--- src/rtl/dmem_bridge_pkg.sv ---
// Shared definitions for the core data-memory bridge: FSM states, access
// types, funct3 width codes and the alignment rule.
package dmem_bridge_pkg;

    typedef enum logic [1:0] {
        ST_IDLE = 2'd0,
        ST_REQ  = 2'd1,
        ST_WAIT = 2'd2,
        ST_DONE = 2'd3
    } state_e;

    typedef enum logic [1:0] {
        OP_NONE  = 2'b00,
        OP_LOAD  = 2'b01,
        OP_STORE = 2'b10,
        OP_RSVD  = 2'b11
    } op_e;

    localparam logic [2:0] F3_B  = 3'b000;
    localparam logic [2:0] F3_H  = 3'b001;
    localparam logic [2:0] F3_W  = 3'b010;
    localparam logic [2:0] F3_BU = 3'b100;
    localparam logic [2:0] F3_HU = 3'b101;

    // True when the access must be rejected: illegal code or misaligned.
    function automatic logic access_rejected(input logic [2:0] f3, input logic [1:0] lo);
        case (f3)
            F3_B, F3_BU: access_rejected = 1'b0;
            F3_H, F3_HU: access_rejected = lo[0];
            F3_W:        access_rejected = (lo != 2'b00);
            default:     access_rejected = 1'b1;
        endcase
    endfunction

endpackage

--- src/rtl/dmem_lane_align.sv ---
// Combinational lane steering: store replication + byte enables, and load
// extraction with sign/zero extension.
module dmem_lane_align
    import dmem_bridge_pkg::*;
#(
    parameter int W = 32
) (
    input  logic [1:0]   addr_lo_i,
    input  logic [2:0]   width_i,
    input  logic [W-1:0] st_data_i,
    input  logic [W-1:0] ld_rdata_i,
    output logic [3:0]   be_o,
    output logic [W-1:0] st_wdata_o,
    output logic [W-1:0] ld_data_o
);

    logic [W-1:0] shifted;

    always_comb begin
        shifted    = ld_rdata_i >> {addr_lo_i, 3'b000};
        be_o       = 4'b1111;
        st_wdata_o = st_data_i;
        ld_data_o  = shifted;
        case (width_i)
            F3_B, F3_BU: begin
                be_o       = 4'b0001 << addr_lo_i;
                st_wdata_o = {(W/8){st_data_i[7:0]}};
                ld_data_o  = (width_i == F3_B) ? {{(W-8){shifted[7]}}, shifted[7:0]}
                                               : {{(W-8){1'b0}}, shifted[7:0]};
            end
            F3_H, F3_HU: begin
                be_o       = 4'b0011 << addr_lo_i;
                st_wdata_o = {(W/16){st_data_i[15:0]}};
                ld_data_o  = (width_i == F3_H) ? {{(W-16){shifted[15]}}, shifted[15:0]}
                                               : {{(W-16){1'b0}}, shifted[15:0]};
            end
            default: ;
        endcase
    end

endmodule

--- src/rtl/dmem_bridge.sv ---
// Core memory-stage to req/gnt/rvalid bus bridge. One access in flight;
// misaligned or illegal accesses are rejected without touching the bus.
module dmem_bridge
    import dmem_bridge_pkg::*;
#(
    parameter int W = 32
) (
    input  logic         clk,
    input  logic         a_reset_n,
    input  logic [W-1:0] data_addr,
    input  logic [W-1:0] data_out,
    input  logic [1:0]   opType,
    input  logic [2:0]   width,
    input  logic         stall_mmu,
    output logic [W-1:0] data_in,
    output logic         mem_stall,
    output logic         misalign,
    output logic         bus_req,
    output logic         bus_we,
    output logic [W-1:0] bus_addr,
    output logic [3:0]   bus_be,
    output logic [W-1:0] bus_wdata,
    input  logic         bus_gnt,
    input  logic         bus_rvalid,
    input  logic [W-1:0] bus_rdata
);

    state_e       state_q;
    logic         req_q, we_q, mis_q;
    logic [W-1:0] addr_q, wdata_q, rdata_q;
    logic [3:0]   be_q;
    logic [1:0]   lo_q;
    logic [2:0]   wid_q;

    logic         access_v, reject;
    logic [1:0]   al_lo;
    logic [2:0]   al_wid;
    logic [3:0]   al_be;
    logic [W-1:0] al_wdata, al_ldata;

    assign access_v = (opType == OP_LOAD) || (opType == OP_STORE);
    assign reject   = access_rejected(width, data_addr[1:0]);

    // Steer from live core inputs while idle, from the latched access afterwards.
    assign al_lo  = (state_q == ST_IDLE) ? data_addr[1:0] : lo_q;
    assign al_wid = (state_q == ST_IDLE) ? width : wid_q;

    dmem_lane_align #(.W(W)) u_align (
        .addr_lo_i  (al_lo),
        .width_i    (al_wid),
        .st_data_i  (data_out),
        .ld_rdata_i (bus_rdata),
        .be_o       (al_be),
        .st_wdata_o (al_wdata),
        .ld_data_o  (al_ldata)
    );

    always_ff @(posedge clk or negedge a_reset_n) begin
        if (!a_reset_n) begin
            state_q <= ST_IDLE;
            req_q   <= 1'b0;
            we_q    <= 1'b0;
            mis_q   <= 1'b0;
            addr_q  <= '0;
            wdata_q <= '0;
            rdata_q <= '0;
            be_q    <= '0;
            lo_q    <= '0;
            wid_q   <= '0;
        end else begin
            mis_q <= 1'b0;
            case (state_q)
                ST_IDLE: if (access_v) begin
                    lo_q  <= data_addr[1:0];
                    wid_q <= width;
                    if (reject) begin
                        mis_q   <= 1'b1;
                        rdata_q <= '0;
                        state_q <= ST_DONE;
                    end else begin
                        req_q   <= 1'b1;
                        we_q    <= (opType == OP_STORE);
                        addr_q  <= {data_addr[W-1:2], 2'b00};
                        be_q    <= al_be;
                        wdata_q <= al_wdata;
                        state_q <= ST_REQ;
                    end
                end
                ST_REQ: if (bus_gnt) begin
                    req_q <= 1'b0;
                    if (we_q) begin
                        state_q <= ST_DONE;
                    end else if (bus_rvalid) begin
                        rdata_q <= al_ldata;
                        state_q <= ST_DONE;
                    end else begin
                        state_q <= ST_WAIT;
                    end
                end
                ST_WAIT: if (bus_rvalid) begin
                    rdata_q <= al_ldata;
                    state_q <= ST_DONE;
                end
                ST_DONE: if (!stall_mmu) state_q <= ST_IDLE;
                default: state_q <= ST_IDLE;
            endcase
        end
    end

    assign mem_stall = ((state_q == ST_IDLE) && access_v) ||
                       (state_q == ST_REQ) || (state_q == ST_WAIT);
    assign misalign  = mis_q;
    assign data_in   = rdata_q;
    assign bus_req   = req_q;
    assign bus_we    = we_q;
    assign bus_addr  = addr_q;
    assign bus_be    = be_q;
    assign bus_wdata = wdata_q;

endmodule

--- config.mk ---
export PLATFORM = sky130hd
export DESIGN_NAME = dmem_bridge
export DESIGN_NICKNAME = d
export VERILOG_FILES = /design/src/rtl/dmem_bridge_pkg.sv /design/src/rtl/dmem_lane_align.sv /design/src/rtl/dmem_bridge.sv
export SDC_FILE = /design/constraint.sdc
export NUM_CORES = 1
export LEC_CHECK = 0
export CAP_MARGIN = 30
export CORE_ASPECT_RATIO = 1.4
export CORE_MARGIN = 2
export CORE_UTILIZATION = 46
export CTS_BUF_LIST = sky130_fd_sc_hd__clkbuf_4 sky130_fd_sc_hd__clkbuf_8
export DETAILED_ROUTE_END_ITERATION = 12
export PLACE_DENSITY = 0.88
export SYNTH_ARGS = -nofsm -noshare
export SYNTH_HDL_FRONTEND = slang
export SYNTH_HIERARCHICAL = 1
export SYNTH_SLANG_ARGS = --single-unit
--- constraint.sdc ---
create_clock -name clk -period 3.1 [get_ports clk]
set_input_delay 0.62 -clock clk [delete_from_list [all_inputs] [get_ports clk]]
set_output_delay 0.62 -clock clk [all_outputs]
set_load 0.005 [all_outputs]
==> metrics.txt, run 1 <==
RD Place Congestion a little over 0.8; Worst VDD drop 533 µV; ys flop type dfrtp_1; CTS clk-pin slew, worst paths approximately 0.10 ns; row count between 40 and 50; Distinct cells, synth 40; R2R Path End data_in[24]; Initial Util 46.9%; Post-synth top cells 108 x dfrtp_1, 89 x mux2_2, 57 x mux2i_1; Vert. Die Dim 137 µm; TritonCTS clock tree yes; first-pass GRT wire length 24,100 µm; worst-case reg-to-reg path depth 8; Max clock buf depth 2; Antenna diodes 0; setup ws final between 0.3 and 0.4 ns; total power 0.00836 W; IO Port Bufs between 200 and 250; Setup TNS 0 ns; via count 4,529; initial antenna violation count 0; Final min period 2.79 ns; status complete, no violations; vias in the first global route 4,826; max_cap viols 0; hpwl dp approximately 11,000 µm; FFs w/ async S/R, synth 100%; Fin. Hold Viols 0; Synth Instances 507; cell area after synthesis 5770 µm²; Slew Limit Fails 0; DR iter-0 viols between 150 and 200; dominant cell type by area after synthesis dfrtp_1; synth warn 6; WP data arrival 2.17 ns; critical path type in2out; Hold WS between 0.2 and 0.25 ns; GRT overflow 0; unrepaired setup endpoints after global routing false; top cell type's share of synthesized area 46.8%; Worst setup SP type input pin; clk_skew approximately 0.0072 ns; Max transition margin between 50% and 60%; Worst setup endpoint mem_stall; CP Data Required Time between 2 and 2.5 ns; synthesis-to-finish area growth 40.9%; sequential area share after synthesis between 40% and 50%; worst-margin pin slew 0.610 ns; TritonCTS Buffers 9; Pleak 3.51 nW; # IOs 210; largest net degree at the start of global routing 71; # setup viols final 0; DIE WIDTH 98.7 µm; Core Box Area 12,300 µm²; R2R Setup Slk around 0.5 ns; critical path startpoint opType[0]; Crit. End Element output port; CTS Hold Bufs 0; share of cells above drive strength 1 between 10% and 20%; count leader, synth dfrtp_1; DR pass1 iterations 5; Nets 810; clk root buf clkbuf_8; final core utilization between 60 and 70%; Synth area leaders dfrtp_1 47%, mux2_2 17%, mux2i_1 9.9%; Final period util 89.9%; Sink Count around 110; Via density 5.31; Worst R2R Start state_q[0]; power per cell area 1030 nW/µm²; GRT Total Usage 22.5%; Post-synth EDFFs 0; Die ar. roughly 13,000 µm²; HP Class in2async; Detailed Route WL 15,100 µm; achievable frequency 0.359 GHz; # resized after CTS 0; flops & latches, synth ~110; worst skew pair latency between 0.3 and 0.4 ns; pre-CTS WS 0.313 ns; antenna-violating nets left 0; post-DR wirelength/cell ~18 µm; htree depth 3; Syn Area/Cell 11.4 µm²; Max FO, Critical Path 3; Post-CTS Setup Bufs 0; DRC viols 0
==> routing by layer <==
layer / track usage [%] / vias to the layer above / wire length [µm] / part of all wire (%)
met5: 0 / - / 0 / 0
met4: 7.99 / 0 / 342 / 2.3
met3: 7.10 / 29 / 1540 / 10
met2: 39.2 / 223 / 7650 / 51
met1: 26.1 / 2179 / 5520 / 37
li1: - / 2098 / - / -
==> where the power goes <==
part	switching, W	leakage (nW)	internal [W]
clock	0.000510	0.127	0.000551
sequential	0.000349	1.34	0.00205
combinational	0.00223	2.04	0.00268
total	0.00309	3.51	0.00528
==> flip-flops by register name (all words and copies together), names as in the netlist <==
signal,count
bus_wdata,32
data_in,32
bus_addr,30
bus_be,4
wid_q,3
lo_q,2
state_q,2
bus_req,1
bus_we,1
misalign,1
==> worst max-delay path: stages <==
cell and delay (ns):
clkdlybuf4s50_1 0.45, inv_1 0.04, ha_1 0.31, nand2b_1 0.17
nand2_1 0.07, clkdlybuf4s50_1 0.49
==> placed cells by master (no fill, tap or decap), drive strengths merged <==
cell / Yosys / routed
clkdlybuf4s50: 0 / 206
dfrtp: 108 / 108
mux2: 98 / 98
mux2i: 57 / 57
nand2: 55 / 55
inv: 38 / 42
a21oi: 25 / 25
o21ai: 20 / 20
buf: 33 / 13
or2: 11 / 11
clkbuf: 7 / 9
nor2b: 9 / 9
o22ai: 9 / 9
a211oi: 7 / 7
ha: 6 / 6
nor2: 6 / 6
bufinv: 0 / 3
nand2b: 3 / 3
o21bai: 2 / 2
conb: 1 / 2
a21o: 2 / 2
nor4: 1 / 1
a2111oi: 1 / 1
o2111a: 1 / 1
a31oi: 1 / 1
o22a: 1 / 1
a22o: 1 / 1
xnor2: 1 / 1
nor3b: 1 / 1
a221oi: 1 / 1
and2b: 1 / 1
==> stage by stage <==
step                instance area, µm²  cells
floorplan                         5780    508
global placement                  7890    837
detailed placement                7890    837
CTS                               8140    853
global route                      8140    853
finish                            8140    853
==> cell type report <==
class	count	area [µm²]
clock buffer	9	124
clock inverter	7	128
fill	914	4170
inverter	38	143
multi-input combinational	322	2660
sequential	108	2700
tap	150	188
timing repair buffer	219	2200
==> kinds of logic (layout without fill, tap and decap cells) <==
group | Yosys count | after routing | share of synthesized area [%]
buf+inv | 78 | 273 | 7.30
xor+xnor | 1 | 1 | 0.152
mux | 155 | 155 | 29.1
other cells | 1 | 2 | 0.0649
compound gates | 71 | 71 | 8.15
flops | 108 | 108 | 46.8
fa+ha+maj | 6 | 6 | 1.30
simple gates | 87 | 87 | 7.11
==> worst min-delay path by stage <==
stage	start	to	depth (start not counted)	slack [ns]
after floorplan	a_reset_n	bus_addr[10]	0	0.32
after global placement	wid_q[2]	wid_q[2]	1	0.49
after detailed placement	bus_wdata[31]	bus_wdata[31]	1	0.49
after CTS	a_reset_n	bus_wdata[13]	1	0.23
after global routing	a_reset_n	bus_wdata[13]	1	0.23
final	a_reset_n	bus_wdata[5]	1	0.21
No activity file was read; power rests on OpenSTA's default activity.
==> run 2, diff against run 1 <==
GPL_TIMING_DRIVEN = 0   (was default)
==> run 2 against run 1 <==
- hold slack gained 0.032 ns
- highest routed layer unchanged
- sequential power hardly changed
- cell area up 1.4%
- critical path type unchanged
- count of clock-buffer cells in the layout is 1 higher
- worst setup slack lost 0.21 ns
- register-to-register slack worse by 0.16 ns
- critical path depth unchanged
- sequential cell count unchanged
- non-clock buffer count up 28
==> metrics.txt, run 2 (synthesis results as in run 1) <==
status complete, no violations; Top delay family on crit path buffers and inverters; via count 4,730; crit-path max cell delay 0.50 ns; CTS clk-pin slew, worst paths 0.11 ns; CTS Hold Bufs 0; TritonCTS Buffers 9; Post-CTS Setup Bufs 0; Hold WS 0.238 ns; Detailed Route WL 16,300 µm; # resized after CTS 0; htree depth 3; DR pass1 iterations 7; share of cells above drive strength 1 20.5%; R2R Setup Slk 0.35 ns; synthesis-to-finish area growth 42.9%; initial antenna violation count 0; Antenna diodes 0; GRT Total Usage roughly 24%; TritonCTS clock tree yes; Max FO, Critical Path 8; Setup TNS 0 ns; total power 0.00842 W; IO Port Bufs 207; HP Class in2async; DIE WIDTH ~100 µm; RD Place Congestion 0.866; Die ar. 13,500 µm²; Crit. End Element output port; Fin. Hold Viols 0; Worst VDD drop 491 µV; Critical-path top delay cell clkdlybuf4s50_1; Core Box Area 12,300 µm²; Initial Util 46.9%; first-pass GRT wire length 25,600 µm; DRC viols 0; Final period util 96.6%; hpwl dp 12,600 µm; WP data arrival approximately 2.4 ns; clk_skew 0.00986 ns; Slew Limit Fails 0; worst path buffer plus inverter count 3; CP Data Required Time approximately 2.5 ns; vias in the first global route 5,095; most used cell, CP clkdlybuf4s50_1; largest net degree at the start of global routing 66; Sink Count 108; # IOs 210; Nets 838; Max clock buf depth 2; achievable frequency 0.334 GHz; GRT overflow 0; power per cell area 1020 nW/µm²; most frequent cells in the layout 206 x clkdlybuf4s50_1, 108 x dfrtp_1, 89 x mux2_2, 57 x mux2i_1, 55 x nand2_1; clk root buf clkbuf_8; max_cap viols 0; unrepaired setup endpoints after global routing false; Vert. Die Dim 137 µm; Via density 5.37; commonest non-fill, non-tap cell in the layout clkdlybuf4s50_1; worst-margin pin slew 0.702 ns; Worst setup SP type input pin; CP Cell Sequence clkdlybuf4s50_1 > inv_1 > ha_1 > nand2b_1 > nand2_1 > clkdlybuf4s50_1; worst skew pair latency 0.38 ns; antenna-violating nets left 0; # setup viols final 0; DR iter-0 viols 226; Max transition margin 53.2%; critical path type in2out; Pleak 3.58 nW; row count 48; Final min period around 3 ns; post-DR wirelength/cell 18.5 µm
==> run 2: cell types whose count changed in the layout (fill, tap and decap cells not counted), moves of 3 or more <==
cell and delta:
buf_12 -3, buf_2 +10, buf_4 +6, buf_6 +8, bufinv_16 -3, clkbuf_1 +6
==> run 2: stage by stage <==
step | utilization (%) | cell area (µm²) | instances | setup WS, ns
global route | 67.0 | 8250 | 881 | 0.00864
global placement | 65.3 | 8040 | 865 | -2.57
detailed placement | 65.5 | 8060 | 866 | -0.0413
finish | 67.0 | 8250 | 881 | 0.105
floorplan | - | 5780 | 508 | 0.704
CTS | 67.1 | 8260 | 882 | 0.0387
==> run 2: path summary, 6_finish.rpt <==
kind / start / to / depth (start not counted)
max: opType[0] / mem_stall / 6
min: a_reset_n / bus_wdata[21] / 1
max reg2reg: state_q[0] / bus_wdata[8] / 8
min reg2reg: lo_q[1] / lo_q[1] / 1
max in group asynchronous: a_reset_n / data_in[26] / 2
min in group clk: lo_q[1] / lo_q[1] / 1
==> run 2: final cells by class <==
class | instances | area [µm²]
clock buffers | 10 | 138
well taps | 150 | 188
plain buffers | 39 | 275
inverters | 38 | 143
repair buffers | 208 | 2100
flip-flops and latches | 108 | 2700
multi-input cells | 322 | 2650
fillers | 895 | 4060
clock inverters | 6 | 55.1
==> run 2: power by group <==
group	switching [W]	internal, W	leakage [nW]
clock network	0.000529	0.000333	0.0998
registers	0.000344	0.00205	1.34
logic	0.00239	0.00278	2.14
==> run 2: worst register-to-register path: stages, from the launching register on <==
cell and delay (ns):
dfrtp_1 0.47, inv_1 0.12, ha_1 0.17, buf_2 0.27, mux2_2 0.43, buf_4 0.22
nor2_2 0.34, mux2_2 0.38, mux2_2 0.25
==> run 2: metal layers <==
layer  global-route usage (%)  wire (µm)
met2                     42.4       8320
met4                     9.59        497
met3                     9.09       1770
met5                        0          0
met1                     26.9       5700
==> run 3, diff against run 2 <==
CAP_MARGIN = 10   (was 30)
HOLD_SLACK_MARGIN = 0.02   (was default)
==> run 3 against run 2 <==
- sequential cell count stayed put
- clock skew stayed put
- largest cell class unchanged
- sequential power hardly changed
- clock power hardly changed
==> metrics.txt, run 3 (synthesis results as in run 1) <==
Vert. Die Dim 137 µm; most used cell, CP clkdlybuf4s50_1; DIE WIDTH a little under 100 µm; share of cells above drive strength 1 20.5%; post-DR wirelength/cell between 15 and 20 µm; most frequent cells in the layout 206 x clkdlybuf4s50_1, 108 x dfrtp_1, 89 x mux2_2, 57 x mux2i_1, 55 x nand2_1; vias in the first global route 5,095; TritonCTS clock tree yes; max_cap viols 0; clk root buf clkbuf_8; fillers 895; worst skew pair latency 0.38 ns; DR iter-0 viols 226; CP Cell Sequence clkdlybuf4s50_1 > inv_1 > ha_1 > nand2b_1 > nand2_1 > clkdlybuf4s50_1; Slew Limit Fails 0; Fin. Hold Viols 0; row count 48; Critical-path top delay cell clkdlybuf4s50_1; Initial Util between 40% and 50%; HP Class in2async; met2 Track Usage GR 42.4%; initial antenna violation count 0; clk_skew about 0.01 ns; Sink Count 108; GRT overflow 0; Worst R2R Start state_q[0]; Most Crowded Layer GR met2; power per cell area 1020 nW/µm²; placed cells 866; Max clock buf depth 2; total power 0.00842 W; Max transition margin 53.2%; Die ar. between 10,000 and 15,000 µm²; GRT Total Usage between 20% and 30%; achievable frequency 0.334 GHz; Via density approximately 5.4; WP data arrival 2.37 ns; Final Non-Filler Cells 881; R2R Setup Slk 0.35 ns; Core Box Area between 10,000 and 15,000 µm²; status complete, no violations; Final period util 96.6%; Setup TNS 0 ns; Worst setup SP type input pin; CP Data Required Time 2.48 ns; crit-path max cell delay roughly 0.50 ns; # IOs 210; synthesis-to-finish area growth 42.9%; hpwl dp 12,600 µm; Post-CTS Setup Bufs 0; R2R Path End bus_wdata[8]; RD Place Congestion about 0.87; largest net degree at the start of global routing 66; commonest non-fill, non-tap cell in the layout clkdlybuf4s50_1; critical path type in2out; first-pass GRT wire length approximately 26,000 µm; via count 4,730; Final min period 2.99 ns; TritonCTS Buffers 9; GR Layer Usage met1 a little over a quarter; Antenna diodes 0; CTS Hold Bufs 0; unrepaired setup endpoints after global routing false; Detailed Route WL between 15,000 and 20,000 µm; # setup viols final 0; DRC viols 0; Worst VDD drop 491 µV; Crit. End Element output port; Nets 838; final core utilization 67.0%; # resized after CTS 0; Pleak 3.58 nW; worst-margin pin slew 0.702 ns; Hold WS around 0.24 ns; IO Port Bufs 207; Max FO, Critical Path 8; met3 Usage GRT under 10%; area of the multi-input gates around 2700 µm²; CTS clk-pin slew, worst paths 0.11 ns; antenna-violating nets left 0; Reg area 2700 µm²; DR pass1 iterations 7; htree depth 3; worst-case reg-to-reg path depth 8
-- run 3: area by class of cell --
cell class	count	share of cell area (%)
sequential	108	32.8
multi-input combinational	322	32.2
timing repair buffer	208	25.4
buffer	39	3.34
tap	150	2.27
inverter	38	1.73
clock buffer	10	1.67
clock inverter	6	0.667
-- run 3: worst max path at each step --
| stage | start | endpoint |
|---|---|---|
| 5_1_grt | opType[0] | mem_stall |
| 3_3_place_gp | a_reset_n | data_in[23] |
| 2_1_floorplan | state_q[0] | bus_wdata[8] |
| 4_1_cts | opType[0] | mem_stall |
| 6_report | opType[0] | mem_stall |
| 3_5_place_dp | opType[0] | bus_addr[15] |
-- run 3: critical path, delay by kind of cell --
family | cells | cell delay, ns
simple gates | 2 | 0.43
buf+inv | 3 | 1.00
fa+ha+maj | 1 | 0.32
-- run 3: through the flow --
stage	worst slack, ns	cell area [µm²]
after global routing	0.00864	8250
after floorplan	0.704	5780
final	0.105	8250
after global placement	-2.57	8040
after detailed placement	-0.0413	8060
after CTS	0.0387	8260
-- run 3: routing by layer --
layer | wire, µm | up-vias
li1 | - | 2156
met1 | 5700 | 2267
met2 | 8320 | 255
met3 | 1770 | 52
met4 | 497 | 0
met5 | 0 | -
-- run 3: power breakdown --
part / internal (W) / switching (W) / total, W
Clock: 0.000333 / 0.000529 / 0.000861
Combinational: 0.00278 / 0.00239 / 0.00516
Sequential: 0.00205 / 0.000344 / 0.00239
Total: 0.00515 / 0.00326 / 0.00842
